### config.mk
export PLATFORM = sky130hd
export DESIGN_NAME = versioned_store
export DESIGN_NICKNAME = d
export VERILOG_FILES = /design/src/rtl/versioned_store.sv
export SDC_FILE = /design/constraint.sdc
export NUM_CORES = 1
export LEC_CHECK = 0
export CORE_MARGIN = 4
export CORE_UTILIZATION = 51
export CTS_CLUSTER_SIZE = 20
export DETAILED_ROUTE_END_ITERATION = 6
export PLACE_DENSITY = 0.81
export SETUP_SLACK_MARGIN = 0.1
export SYNTH_ARGS = -nofsm -noshare
export SYNTH_HDL_FRONTEND = slang
export SYNTH_SLANG_ARGS = --single-unit
### constraint.sdc
create_clock -name clk -period 6 [get_ports clk]
set_input_delay 1.2 -clock clk [delete_from_list [all_inputs] [get_ports clk]]
set_output_delay 1.2 -clock clk [all_outputs]
set_load 0.01 [all_outputs]
### src/rtl/versioned_store.sv
// Multi-slot versioned data store: (tag, data) entries written over a valid/ready port,
// answered by snapshot reads returning the greatest tag at or below the requested version.
module versioned_store #(
    parameter int DATA_WIDTH      = 32,
    parameter int VERSION_WIDTH   = 4,
    parameter int VERSION_NUM     = 4,
    parameter bit MATCH_INCLUSIVE = 1'b1,
    parameter int CNT_WIDTH       = $clog2(VERSION_NUM + 1)
) (
    input  logic                     clk,
    input  logic                     rst_n,
    input  logic                     flush,
    input  logic                     wrValid,
    output logic                     wrReady,
    input  logic [VERSION_WIDTH-1:0] wrVersion,
    input  logic [DATA_WIDTH-1:0]    wrData,
    input  logic                     rdValid,
    output logic                     rdReady,
    input  logic [VERSION_WIDTH-1:0] rdVersion,
    output logic                     rdOutValid,
    input  logic                     rdOutReady,
    output logic                     rdOutHit,
    output logic [VERSION_WIDTH-1:0] rdOutVersion,
    output logic [DATA_WIDTH-1:0]    rdOutData,
    output logic [CNT_WIDTH-1:0]     occupancy
);

    localparam int IDX_W = (VERSION_NUM > 1) ? $clog2(VERSION_NUM) : 1;

    logic [VERSION_NUM-1:0]   r_valid;
    logic [VERSION_WIDTH-1:0] r_tag  [VERSION_NUM];
    logic [DATA_WIDTH-1:0]    r_data [VERSION_NUM];

    logic                     r_outValid;
    logic                     r_outHit;
    logic [VERSION_WIDTH-1:0] r_outVersion;
    logic [DATA_WIDTH-1:0]    r_outData;

    logic                     w_wrAccept;
    logic                     w_rdAccept;
    logic                     w_hitFound;
    logic [IDX_W-1:0]         w_hitIdx;
    logic                     w_freeFound;
    logic [IDX_W-1:0]         w_freeIdx;
    logic                     w_minFound;
    logic [IDX_W-1:0]         w_minIdx;
    logic [VERSION_WIDTH-1:0] w_minTag;
    logic [IDX_W-1:0]         w_wrIdx;
    logic                     w_bestFound;
    logic [IDX_W-1:0]         w_bestIdx;
    logic [VERSION_WIDTH-1:0] w_bestTag;
    logic [CNT_WIDTH-1:0]     w_occ;

    assign wrReady    = !flush;
    assign rdReady    = !r_outValid || rdOutReady;
    assign w_wrAccept = wrValid && wrReady;
    assign w_rdAccept = rdValid && rdReady;

    // Write target: existing tag first, then lowest free slot, else evict the oldest (smallest) tag.
    always_comb begin
        w_hitFound  = 1'b0;
        w_hitIdx    = '0;
        w_freeFound = 1'b0;
        w_freeIdx   = '0;
        w_minFound  = 1'b0;
        w_minIdx    = '0;
        w_minTag    = '0;
        for (int i = 0; i < VERSION_NUM; i++) begin
            if (r_valid[i] && (r_tag[i] == wrVersion)) begin
                w_hitFound = 1'b1;
                w_hitIdx   = IDX_W'(i);
            end
            if (!r_valid[i] && !w_freeFound) begin
                w_freeFound = 1'b1;
                w_freeIdx   = IDX_W'(i);
            end
            if (r_valid[i] && (!w_minFound || (r_tag[i] < w_minTag))) begin
                w_minFound = 1'b1;
                w_minIdx   = IDX_W'(i);
                w_minTag   = r_tag[i];
            end
        end
        if (w_hitFound) begin
            w_wrIdx = w_hitIdx;
        end else if (w_freeFound) begin
            w_wrIdx = w_freeIdx;
        end else begin
            w_wrIdx = w_minIdx;
        end
    end

    always_comb begin
        w_bestFound = 1'b0;
        w_bestIdx   = '0;
        w_bestTag   = '0;
        for (int i = 0; i < VERSION_NUM; i++) begin
            if (r_valid[i] &&
                (MATCH_INCLUSIVE ? (r_tag[i] <= rdVersion) : (r_tag[i] < rdVersion)) &&
                (!w_bestFound || (r_tag[i] > w_bestTag))) begin
                w_bestFound = 1'b1;
                w_bestIdx   = IDX_W'(i);
                w_bestTag   = r_tag[i];
            end
        end
    end

    always_comb begin
        w_occ = '0;
        for (int i = 0; i < VERSION_NUM; i++) begin
            w_occ = w_occ + CNT_WIDTH'(r_valid[i]);
        end
    end

    always_ff @(posedge clk or negedge rst_n) begin
        if (!rst_n) begin
            r_valid <= '0;
        end else if (flush) begin
            r_valid <= '0;
        end else if (w_wrAccept) begin
            r_valid[w_wrIdx] <= 1'b1;
        end
    end

    // Payload needs no reset: an invalid slot is never selected by either search.
    always_ff @(posedge clk) begin
        if (w_wrAccept) begin
            r_tag[w_wrIdx]  <= wrVersion;
            r_data[w_wrIdx] <= wrData;
        end
    end

    always_ff @(posedge clk or negedge rst_n) begin
        if (!rst_n) begin
            r_outValid   <= 1'b0;
            r_outHit     <= 1'b0;
            r_outVersion <= '0;
            r_outData    <= '0;
        end else if (w_rdAccept) begin
            r_outValid   <= 1'b1;
            r_outHit     <= w_bestFound;
            r_outVersion <= w_bestFound ? r_tag[w_bestIdx] : '0;
            r_outData    <= w_bestFound ? r_data[w_bestIdx] : '0;
        end else if (rdOutReady) begin
            r_outValid   <= 1'b0;
        end
    end

    assign rdOutValid   = r_outValid;
    assign rdOutHit     = r_outHit;
    assign rdOutVersion = r_outVersion;
    assign rdOutData    = r_outData;
    assign occupancy    = w_occ;

endmodule

# Yosys cells after proc, flatten, opt, wreduce, memory -nomap -nowiden
# Memory sizes are Yosys's and may differ from the RTL's.
# Index checks and enable logic that the tools add are counted.
[word_totals] regBits=42 memories=2 mem_bits_rw=144 in_bits=46 elab_cells=114 out_inout_bits=43
[memory_table] name="r_data" depth=4 width=32 rd=1 rd_ports_with_merged_regs=0 write_ports=1 line_no="32" source="logic [DATA_WIDTH-1:0] r_data [VERSION_NUM];"
[memory_table] name="r_tag" depth=4 width=4 rd=5 rd_ports_with_merged_regs=0 write_ports=1 line_no="31" source="logic [VERSION_WIDTH-1:0] r_tag [VERSION_NUM];"
[op_classes] reduce_logical=42 order_cmp=12 bitwise_logic=1 muxes=45 add_sub_neg=3 eq_ne=4
[ops] operator="$mux 4" n=9
[ops] operator="$mux 32" n=1
[ops] operator="$mux 1" n=24
[ops] operator="$logic_and 1x1->1" n=20
[ops] operator="$mux 2" n=10
[ops] operator="$eq 4x4->1" n=4
[ops] operator="$le 4x4->1" n=4
[ops] operator="$logic_not 1->1" n=13
[ops] operator="$gt 4x4->1" n=3
[ops] operator="$lt 4x4->1" n=3
[ops] operator="$logic_or 1x1->1" n=7
[ops] operator="$or 4x4->4" n=1
[ops] operator="$reduce_bool 2->1" n=2
[ops] operator="$add 2x1->3" n=1
[ops] operator="$add 3x1->3" n=1
[ops] operator="$lt 2x3->1 const B" n=1
[ops] operator="$add 1x1->2" n=1
[ops] operator="$demux 1 s2" n=1
[ops] operator="$ge 2x1->1 const B" n=1

# Longest topological paths before layout
# Gate-level depths: netlist (run 1).
# An unclocked memory read counts as a cell.
[depth] depth_word=23 ltp_mapped=30 depth_no_buf=27

# Least setup slack after synthesis (run 1)
# Ideal clock, no wire load.
[synth_path] path_kind="register -> register" from="register r_valid[0]" to="memory r_data[2][0], enable pin" path_stages_with_launch=22 t_required_ps=5571 n_path_buf=1 setup_slack_ps=-676 setup_ps=429 synth_period_minus_slack_ps=6676 arrival_time_ps=6247 path_cell_list="dfrtp_1 > clkbuf_1 > and2_1 > inv_1 > ha_1 > a21oi_1 > o211ai_1 > o21ai_0 > mux2_2 > ha_1 > a2111o_1 > o21ai_1 > nand2_1 > nand2_1 > o21ai_0 > ha_1 > a21o_1 > a21o_2 > a2111oi_1 > o41ai_2 > nand3b_1 > nor2_1"
[synth_via] elab_chain_len=15 elab_cells_between_ends=40 cone_classes="order compare: 3; mux: 22; reduce/logical: 15"
[synth_lines] item="start: declaration" line_no="30" source="logic [VERSION_NUM-1:0] r_valid;"
[synth_lines] item="start signal: assignment" line_no="116" source="r_valid <= '0;"
[synth_lines] item="start signal: assignment" line_no="118" source="r_valid <= '0;"
[synth_lines] item="start signal: indexed assignment" line_no="120" source="r_valid[w_wrIdx] <= 1'b1;"
[synth_lines] item="$mux 4 / $mux 1 (equally long branches)" line_no="77" source="if (r_valid[i] && (!w_minFound || (r_tag[i] < w_minTag))) begin"
[synth_lines] item="$lt 4x4->1 / $logic_not 1->1 (equally long branches)" line_no="77"
[synth_lines] item="$logic_or 1x1->1" line_no="77"
[synth_lines] item="$logic_and 1x1->1" line_no="77"
[synth_lines] item="$mux 4 / $mux 1 (equally long branches)" line_no="77"
[synth_lines] item="$lt 4x4->1 / $logic_not 1->1 (equally long branches)" line_no="77"
[synth_lines] item="$logic_or 1x1->1" line_no="77"
[synth_lines] item="$logic_and 1x1->1" line_no="77"
[synth_lines] item="$mux 4 / $mux 1 (equally long branches)" line_no="77"
[synth_lines] item="$lt 4x4->1 / $logic_not 1->1 (equally long branches)" line_no="77"
[synth_lines] item="$logic_or 1x1->1" line_no="77"
[synth_lines] item="$logic_and 1x1->1" line_no="77"
[synth_lines] item="$mux 2" line_no="77"
[synth_lines] item="$mux 2" line_no="85" source="end else if (w_freeFound) begin"
[synth_lines] item="$mux 2 (*)" line_no="83" source="if (w_hitFound) begin"
[synth_lines] item="end: declaration" line_no="32"
# Every way passes the cells marked *; elsewhere a longest branch is shown, timed or not.

# Worst setup path after layout (run 1)
[layout_path] from="input rdVersion[1]" to="register r_outVersion[1] (netlist: rdOutVersion[1])"
[layout_via] elab_chain_len=17 elab_cells_between_ends=32 cone_classes="order compare: 7; mux: 11; reduce/logical: 13; memory: 1"
[layout_lines] item="start: declaration" line_no="19" source="input logic [VERSION_WIDTH-1:0] rdVersion,"
[layout_lines] item="$le 4x4->1" line_no="98" source="(MATCH_INCLUSIVE ? (r_tag[i] <= rdVersion) : (r_tag[i] < rdVersion)) &&"
[layout_lines] item="$logic_and 1x1->1" line_no="97" source="if (r_valid[i] &&"
[layout_lines] item="$mux 4 / $mux 1 (equally long branches)" line_no="97"
[layout_lines] item="$gt 4x4->1 / $logic_not 1->1 (equally long branches)" line_no="99" source="(!w_bestFound || (r_tag[i] > w_bestTag))) begin"
[layout_lines] item="$logic_or 1x1->1" line_no="99"
[layout_lines] item="$logic_and 1x1->1" line_no="98"
[layout_lines] item="$mux 4 / $mux 1 (equally long branches)" line_no="97"
[layout_lines] item="$gt 4x4->1 / $logic_not 1->1 (equally long branches)" line_no="99"
[layout_lines] item="$logic_or 1x1->1" line_no="99"
[layout_lines] item="$logic_and 1x1->1" line_no="98"
[layout_lines] item="$mux 4 / $mux 1 (equally long branches)" line_no="97"
[layout_lines] item="$gt 4x4->1 / $logic_not 1->1 (equally long branches)" line_no="99"
[layout_lines] item="$logic_or 1x1->1" line_no="99"
[layout_lines] item="$logic_and 1x1->1" line_no="98"
[layout_lines] item="$mux 2" line_no="97"
[layout_lines] item="$mem_v2 4x4"
[layout_lines] item="$mux 4 (*)" line_no="141" source="r_outVersion <= w_bestFound ? r_tag[w_bestIdx] : '0;"
[layout_lines] item="end signal: assignment" line_no="141"
[layout_lines] item="end: declaration" line_no="36" source="logic [VERSION_WIDTH-1:0] r_outVersion;"
# Marked as above.
# A chain may end at the register's enable or synchronous reset.

==> results of run 1 <==
-- kinds of logic (layout without fill, tap and decap cells) --
group / Yosys count / after routing / synth area share [%]
multiplexers: 42 / 42 / 5.43
flip-flops: 186 / 186 / 62.2
buffers and inverters: 53 / 213 / 2.56
AND/OR/NAND/NOR: 176 / 176 / 10.1
AO/OA/AOI/OAI: 149 / 149 / 12.0
adder cells (fa/ha/maj): 43 / 43 / 6.32
XOR/XNOR: 13 / 13 / 1.32
-- flip-flops by register name, summed over array words and instances, names as in the netlist --
signal,cells
r_data,128
r_tag,16
r_valid,4
rdOutData,32
rdOutHit,1
rdOutValid,1
rdOutVersion,4
-- final cells by class --
cell class	count	area, sq um	share of cell area (%)
clock inverters	10	80.1	0.690
repair buffers	159	1680	14.5
clock buffers	22	487	4.20
flip-flops and latches	186	5380	46.3
inverters	22	98.8	0.852
multi-input cells	423	3600	31.1
well taps	220	275	2.37
-- metrics by stage --
| stage | setup WS, ps | hold slack [ps] | power (mW) | TNS, ps | instances |
|---|---|---|---|---|---|
| finish | 83.2 | 481 | 3.07 | 0 | 1042 |
| global route | -150 | 519 | 3.17 | -3890 | 1042 |
| global placement | -607 | 474 | 1.94 | -19870 | 989 |
| CTS | 119 | 482 | 3.04 | 0 | 1034 |
| floorplan | -18.1 | 514 | 1.73 | -337 | 662 |
| detailed placement | -784 | 465 | 1.96 | -26060 | 989 |
-- worst max-delay path, delay by kind of cell --
family	cells	cell delay, ps
adders and majority gates	4	1020
buffers and inverters	6	890
AOI/OAI and AO/OA	12	1810
muxes	1	360
and+or+nand+nor	9	960
-- layout by cell type, fill, tap and decap left out, types with 12 or more instances in the layout --
master,count
nor3_2,12
edfxtp_1,144
nor3_1,44
ha_1,32
clkbuf_16,22
o21ai_1,12
dfrtp_1,41
nand2_1,51
o21ai_0,41
o31ai_1,27
clkdlybuf4s50_1,83
buf_4,50
nor3_4,13
inv_1,18
mux2_1,29
-- worst paths after layout --
check                             endpoint    startpoint  slack (ps)
hold reg to reg                   rdOutHit      rdOutHit         480
min in group asynchronous       r_valid[1]         rst_n         850
hold / removal                    rdOutHit      rdOutHit         480
setup reg to reg           rdOutVersion[1]   r_tag[0][3]         360
setup / recovery           rdOutVersion[1]  rdVersion[1]          80
max in group asynchronous    rdOutData[29]         rst_n        4670
-- power by group through the flow --
stage | clock (mW) | sequential, mW | combinational, mW
2_1_floorplan | 0 | 1.52 | 0.201
3_3_place_gp | 0 | 1.52 | 0.421
3_5_place_dp | 0 | 1.52 | 0.439
4_1_cts | 1.09 | 1.49 | 0.455
5_1_grt | 1.16 | 1.50 | 0.519
6_report | 1.09 | 1.50 | 0.482
-- what timing repair did --
item,4_1_cts,5_1_grt
cloned,4,3
endpoints found under the setup margin,36,44
setup buffers,9,6
pin swaps,20,61
gates resized for setup,26,68
-- metal layers --
| layer | up-vias | part of all wire, % |
|---|---|---|
| li1 | 2828 | - |
| met1 | 3172 | 40 |
| met2 | 271 | 51 |
| met3 | 50 | 6.0 |
| met4 | 0 | 2.2 |
| met5 | - | 0 |
==> impl_metrics.tcl, run 1 <==
set metrics [dict create \
    outcome "complete, no violations" \
    grt_pass1_vias 6687 \
    drv_cap 0 \
    fp-row-count 47 \
    synth-seq-cells 186 \
    critPathCaptureType "flip-flop" \
    max_stage_delay_ps 360 \
    worstSkewPairLatency_ps 440 \
    use_met3_pct 4.07 \
    post_dp_cell_area_sq_um 10400 \
    p_per_area_nw_per_um2 264 \
    hold_viol_final 0 \
    vias_per_cell 6.07 \
    max-slew-margin-rel_pct 35.6 \
    gp_congestion 0.845 \
    yosys_warnings 0 \
    start_util_pct 52.1 \
    routedWlPerCell_um 23.0 \
    reg2reg_depth 30 \
    power.clock.fraction_pct 35.5 \
    p_int_mw 2.28 \
    path_clk_slew_ps 70 \
    die_y_um 138 \
    swShare_pct 25.8 \
    synthArstFlopShare_pct 22.6 \
    synth_edf_count 144 \
    clockRootBuffer "clkbuf_16" \
    portBuffers 88 \
    utilization_pct 70.0 \
    hpwl_um 14400 \
    comb_power_share_pct 15.7 \
    grtUsageTotal_pct 24.2 \
    hold_buffers 0 \
    synth_area_sq_um 8640 \
    grt_max_degree 43 \
    path_class "primary input to flip-flop" \
    area_growth_pct 34.3 \
    worst_ep_required_time_ps 6330 \
    nFillCells 1114 \
    leakage_nw 4.23 \
    synth_largest_area_cell "edfxtp_1" \
    drt_pass1_iterations 5 \
    vias 6321 \
    grt_busiest_layer "met2" \
    period_needed_ps 5920 \
    yosysMostFrequentCell "edfxtp_1" \
    die_x_um 138 \
    nNetsFinal 898 \
    htree_levels 4 \
    crit_arrival_ps 6240 \
    antenna_found_initial 0 \
    synth.top_cells.by_count "edfxtp_1 (144), nor3_1 (68), nand2_1 (54), o21ai_0 (47)" \
    drv_slew 0 \
    vdd_drop_max_mv 0.224 \
    setup_viol 0 \
    ys_types 66 \
    grt_util_met2_pct 41.9 \
    cts_buffers 17 \
    rsz0062_at_grt "true" \
    final_cell_area_sq_um 11600 \
    synth_ff_type "edfxtp_1" \
    worst_pin_slew_ps 962 \
    power_switching_mw 0.791 \
    synth_area_per_cell_sq_um 13.0 \
    totalWireLength_um 24000 \
    synth.area.top_cells "edfxtp_1 (50%), dfrtp_1 (12%), ha_1 (6.1%)" \
    met1_usage_pct 30.4 \
    pwr-share-seq_pct 48.8 \
    worst_hold_path_type "flip-flop to flip-flop" \
    syn_nets 751 \
    hold_path_depth 2 \
    layout-drive-gt1-share_pct 25.2 \
    ant_nets 0 \
    synth_cells 662 \
    cp_slowest_cell "mux2_4" \
    grt_pass1_wl_um 36400 \
    seq_area_frac_synth_pct 62.2 \
    start_kind "primary input" \
    period_share_pct 98.6 \
    cp_max_fo 8 \
    clk_path_buf_depth 2 \
    diodes 0 \
    core_area_sq_um 16600 \
    overflow 0 \
    cts_tree "built" \
    drcViolationCount 0 \
    synth_top_area_share_pct 50.1 \
    die_area_sq_um 19100 \
    clock_skew_ps 6.88 \
    cts_sinks 186 \
    max_freq_ghz 0.169 \
    drtIter0Drc 544 \
    pin_count 89 \
]
Note: power is estimated with default switching activity, not from simulation.
==> run 2, diff against run 1 <==
--- a/config.mk
+++ b/config.mk
@@ -5,6 +5,7 @@
 export SDC_FILE = /design/constraint.sdc
 export NUM_CORES = 1
 export LEC_CHECK = 0
+export CORE_ASPECT_RATIO = 2
 export CORE_MARGIN = 4
 export CORE_UTILIZATION = 51
 export CTS_CLUSTER_SIZE = 20
==> run 2 against run 1 <==
Net effect: combinational power up 4%; fmax is 0.59% lower; critical path depth down 1; non-clock buffer count is 15 higher; register-to-register slack worse by 70 ps; setup slack worse by 35 ps; final cell count grew 0.29%; die area grew 0.67%; sequential cell count is the same; power grew 2.8%; wire length is 7.4% higher; critical path type unchanged; critical endpoint is now rdOutData[21].
==> impl_metrics.tcl, run 2 (same netlist as run 1, synthesis figures left out) <==
set metrics [dict create \
    outcome "complete, no violations" \
    rsz0062_at_grt "true" \
    leakage_nw 4.34 \
    crit_arrival_ps 6270 \
    power.clock.fraction_pct 36.7 \
    setup.worst_path.end "rdOutData[21]" \
    worstSkewPairLatency_ps 430 \
    period_share_pct 99.2 \
    crit_path_start "rdVersion[1]" \
    finalNonFillerCells 1045 \
    worst_pin_slew_ps 1170 \
    antenna_found_initial 0 \
    path_class "primary input to flip-flop" \
    htree_levels 4 \
    worst_hold_path_type "flip-flop to flip-flop" \
    clk_path_buf_depth 2 \
    die_area_sq_um 19200 \
    worst_slack_ps 47.8 \
    path_clk_slew_ps 70 \
    p_int_mw 2.34 \
    die_x_um 100 \
    ant_nets 0 \
    max_stage_delay_ps 360 \
    worst_ep_required_time_ps 6320 \
    totalWireLength_um 25800 \
    setup_viol 0 \
    drcViolationCount 0 \
    layout-drive-gt1-share_pct 28.8 \
    fp-row-count 67 \
    swShare_pct 25.9 \
    portBuffers 88 \
    vdd_drop_max_mv 0.371 \
    largest-register "r_data" \
    nNetsFinal 914 \
    cp_max_fo 7 \
    power_switching_mw 0.816 \
    vias_per_cell 6.45 \
    hpwl_um 15500 \
    cp_slowest_cell "ha_1" \
    diodes 0 \
    gp_congestion 0.989 \
    cts_tree "built" \
    grt_pass1_wl_um 36300 \
    layout_commonest_cell "edfxtp_1" \
    pin_count 89 \
    p_per_area_nw_per_um2 266 \
    die_y_um 192 \
    drtIter0Drc 625 \
    clock_skew_ps 9.19 \
    drv_slew 0 \
    largest_register_ffs 128 \
    comb_power_share_pct 15.9 \
    overflow 0 \
    r2r_start "r_tag[0][0]" \
    reg2reg_depth 30 \
    routedWlPerCell_um 24.7 \
    area_growth_pct 37.1 \
    critPathCaptureType "flip-flop" \
    start_util_pct 51.8 \
    start_kind "primary input" \
    hold_buffers 0 \
    max_freq_ghz 0.168 \
    vias 6742 \
    dp_cells 980 \
    worstReg2RegEnd "rdOutData[21]" \
    pwr-share-seq_pct 47.5 \
    grt_pass1_vias 6891 \
    grt_max_degree 43 \
    hold_path_depth 2 \
    period_needed_ps 5950 \
    clockRootBuffer "clkbuf_16" \
    grtUsageTotal_pct 25.2 \
    core_area_sq_um 16700 \
    fin_tns_setup_ps 0 \
    dp_slack_ps -796 \
    cts_buffers 17 \
    max-slew-margin-rel_pct 22.3 \
    drt_pass1_iterations 5 \
    hold_viol_final 0 \
    drv_cap 0 \
    r2r_slack_ps 290 \
    final_cell_mix "edfxtp_1 (144), clkdlybuf4s50_1 (83), buf_4 (63)" \
    cts_sinks 186 \
]
==> run 2: metal layers <==
layer,GRT usage (%),up-vias,part of all wire [%]
li1,-,2857,-
met1,26.5,3409,34
met2,45.8,369,55
met3,4.22,107,5.6
met4,15.9,0,5.9
met5,0,-,0
==> run 2: critical path: cells and delay by family <==
| kind | cells | cell delay (ps) |
|---|---|---|
| buffers and inverters | 5 | 550 |
| multiplexers | 1 | 350 |
| adder cells (fa/ha/maj) | 4 | 1050 |
| AO/OA/AOI/OAI | 14 | 2290 |
| AND/OR/NAND/NOR | 7 | 820 |
==> run 2: power groups by stage <==
stage	combinational (mW)	clock (mW)	sequential, mW
after global routing	0.536	1.21	1.50
after global placement	0.422	0	1.52
after detailed placement	0.440	0	1.52
after CTS	0.458	1.16	1.49
final	0.500	1.16	1.50
after floorplan	0.201	0	1.52
==> run 2: repair_timing <==
| item | 4_1_cts | 5_1_grt |
|---|---|---|
| gates resized for setup | 33 | 86 |
| setup buffers | 12 | 15 |
| pin swaps | 32 | 55 |
| cloned | 3 | 5 |
| endpoints found under the setup margin | 38 | 181 |
==> run 2: worst min path at each step <==
stage                             start            end
after floorplan                rdOutHit       rdOutHit
after global placement    rdOutData[27]  rdOutData[27]
after detailed placement   rdOutData[5]   rdOutData[5]
after CTS                  rdOutData[9]   rdOutData[9]
after global routing       rdOutData[9]   rdOutData[9]
final                      rdOutData[9]   rdOutData[9]
==> run 2: layout make-up <==
type	count	area, sq um
inverter	22	98.8
fill	1055	4850
tap	207	259
multi-input combinational	424	3720
timing repair buffer	174	1780
clock buffer	18	439
clock inverter	14	170
sequential	186	5380
==> run 2: stage by stage <==
step           hold slack, ps  total power, mW  instance area, sq um  util (%)
2_1_floorplan             514             1.73                  8860         -
3_3_place_gp              465             1.94                 10300      61.9
3_5_place_dp              480             1.96                 10300      61.9
4_1_cts                   498             3.11                 11300      67.6
5_1_grt                   508             3.25                 11800      71.0
6_report                  501             3.15                 11800      71.0
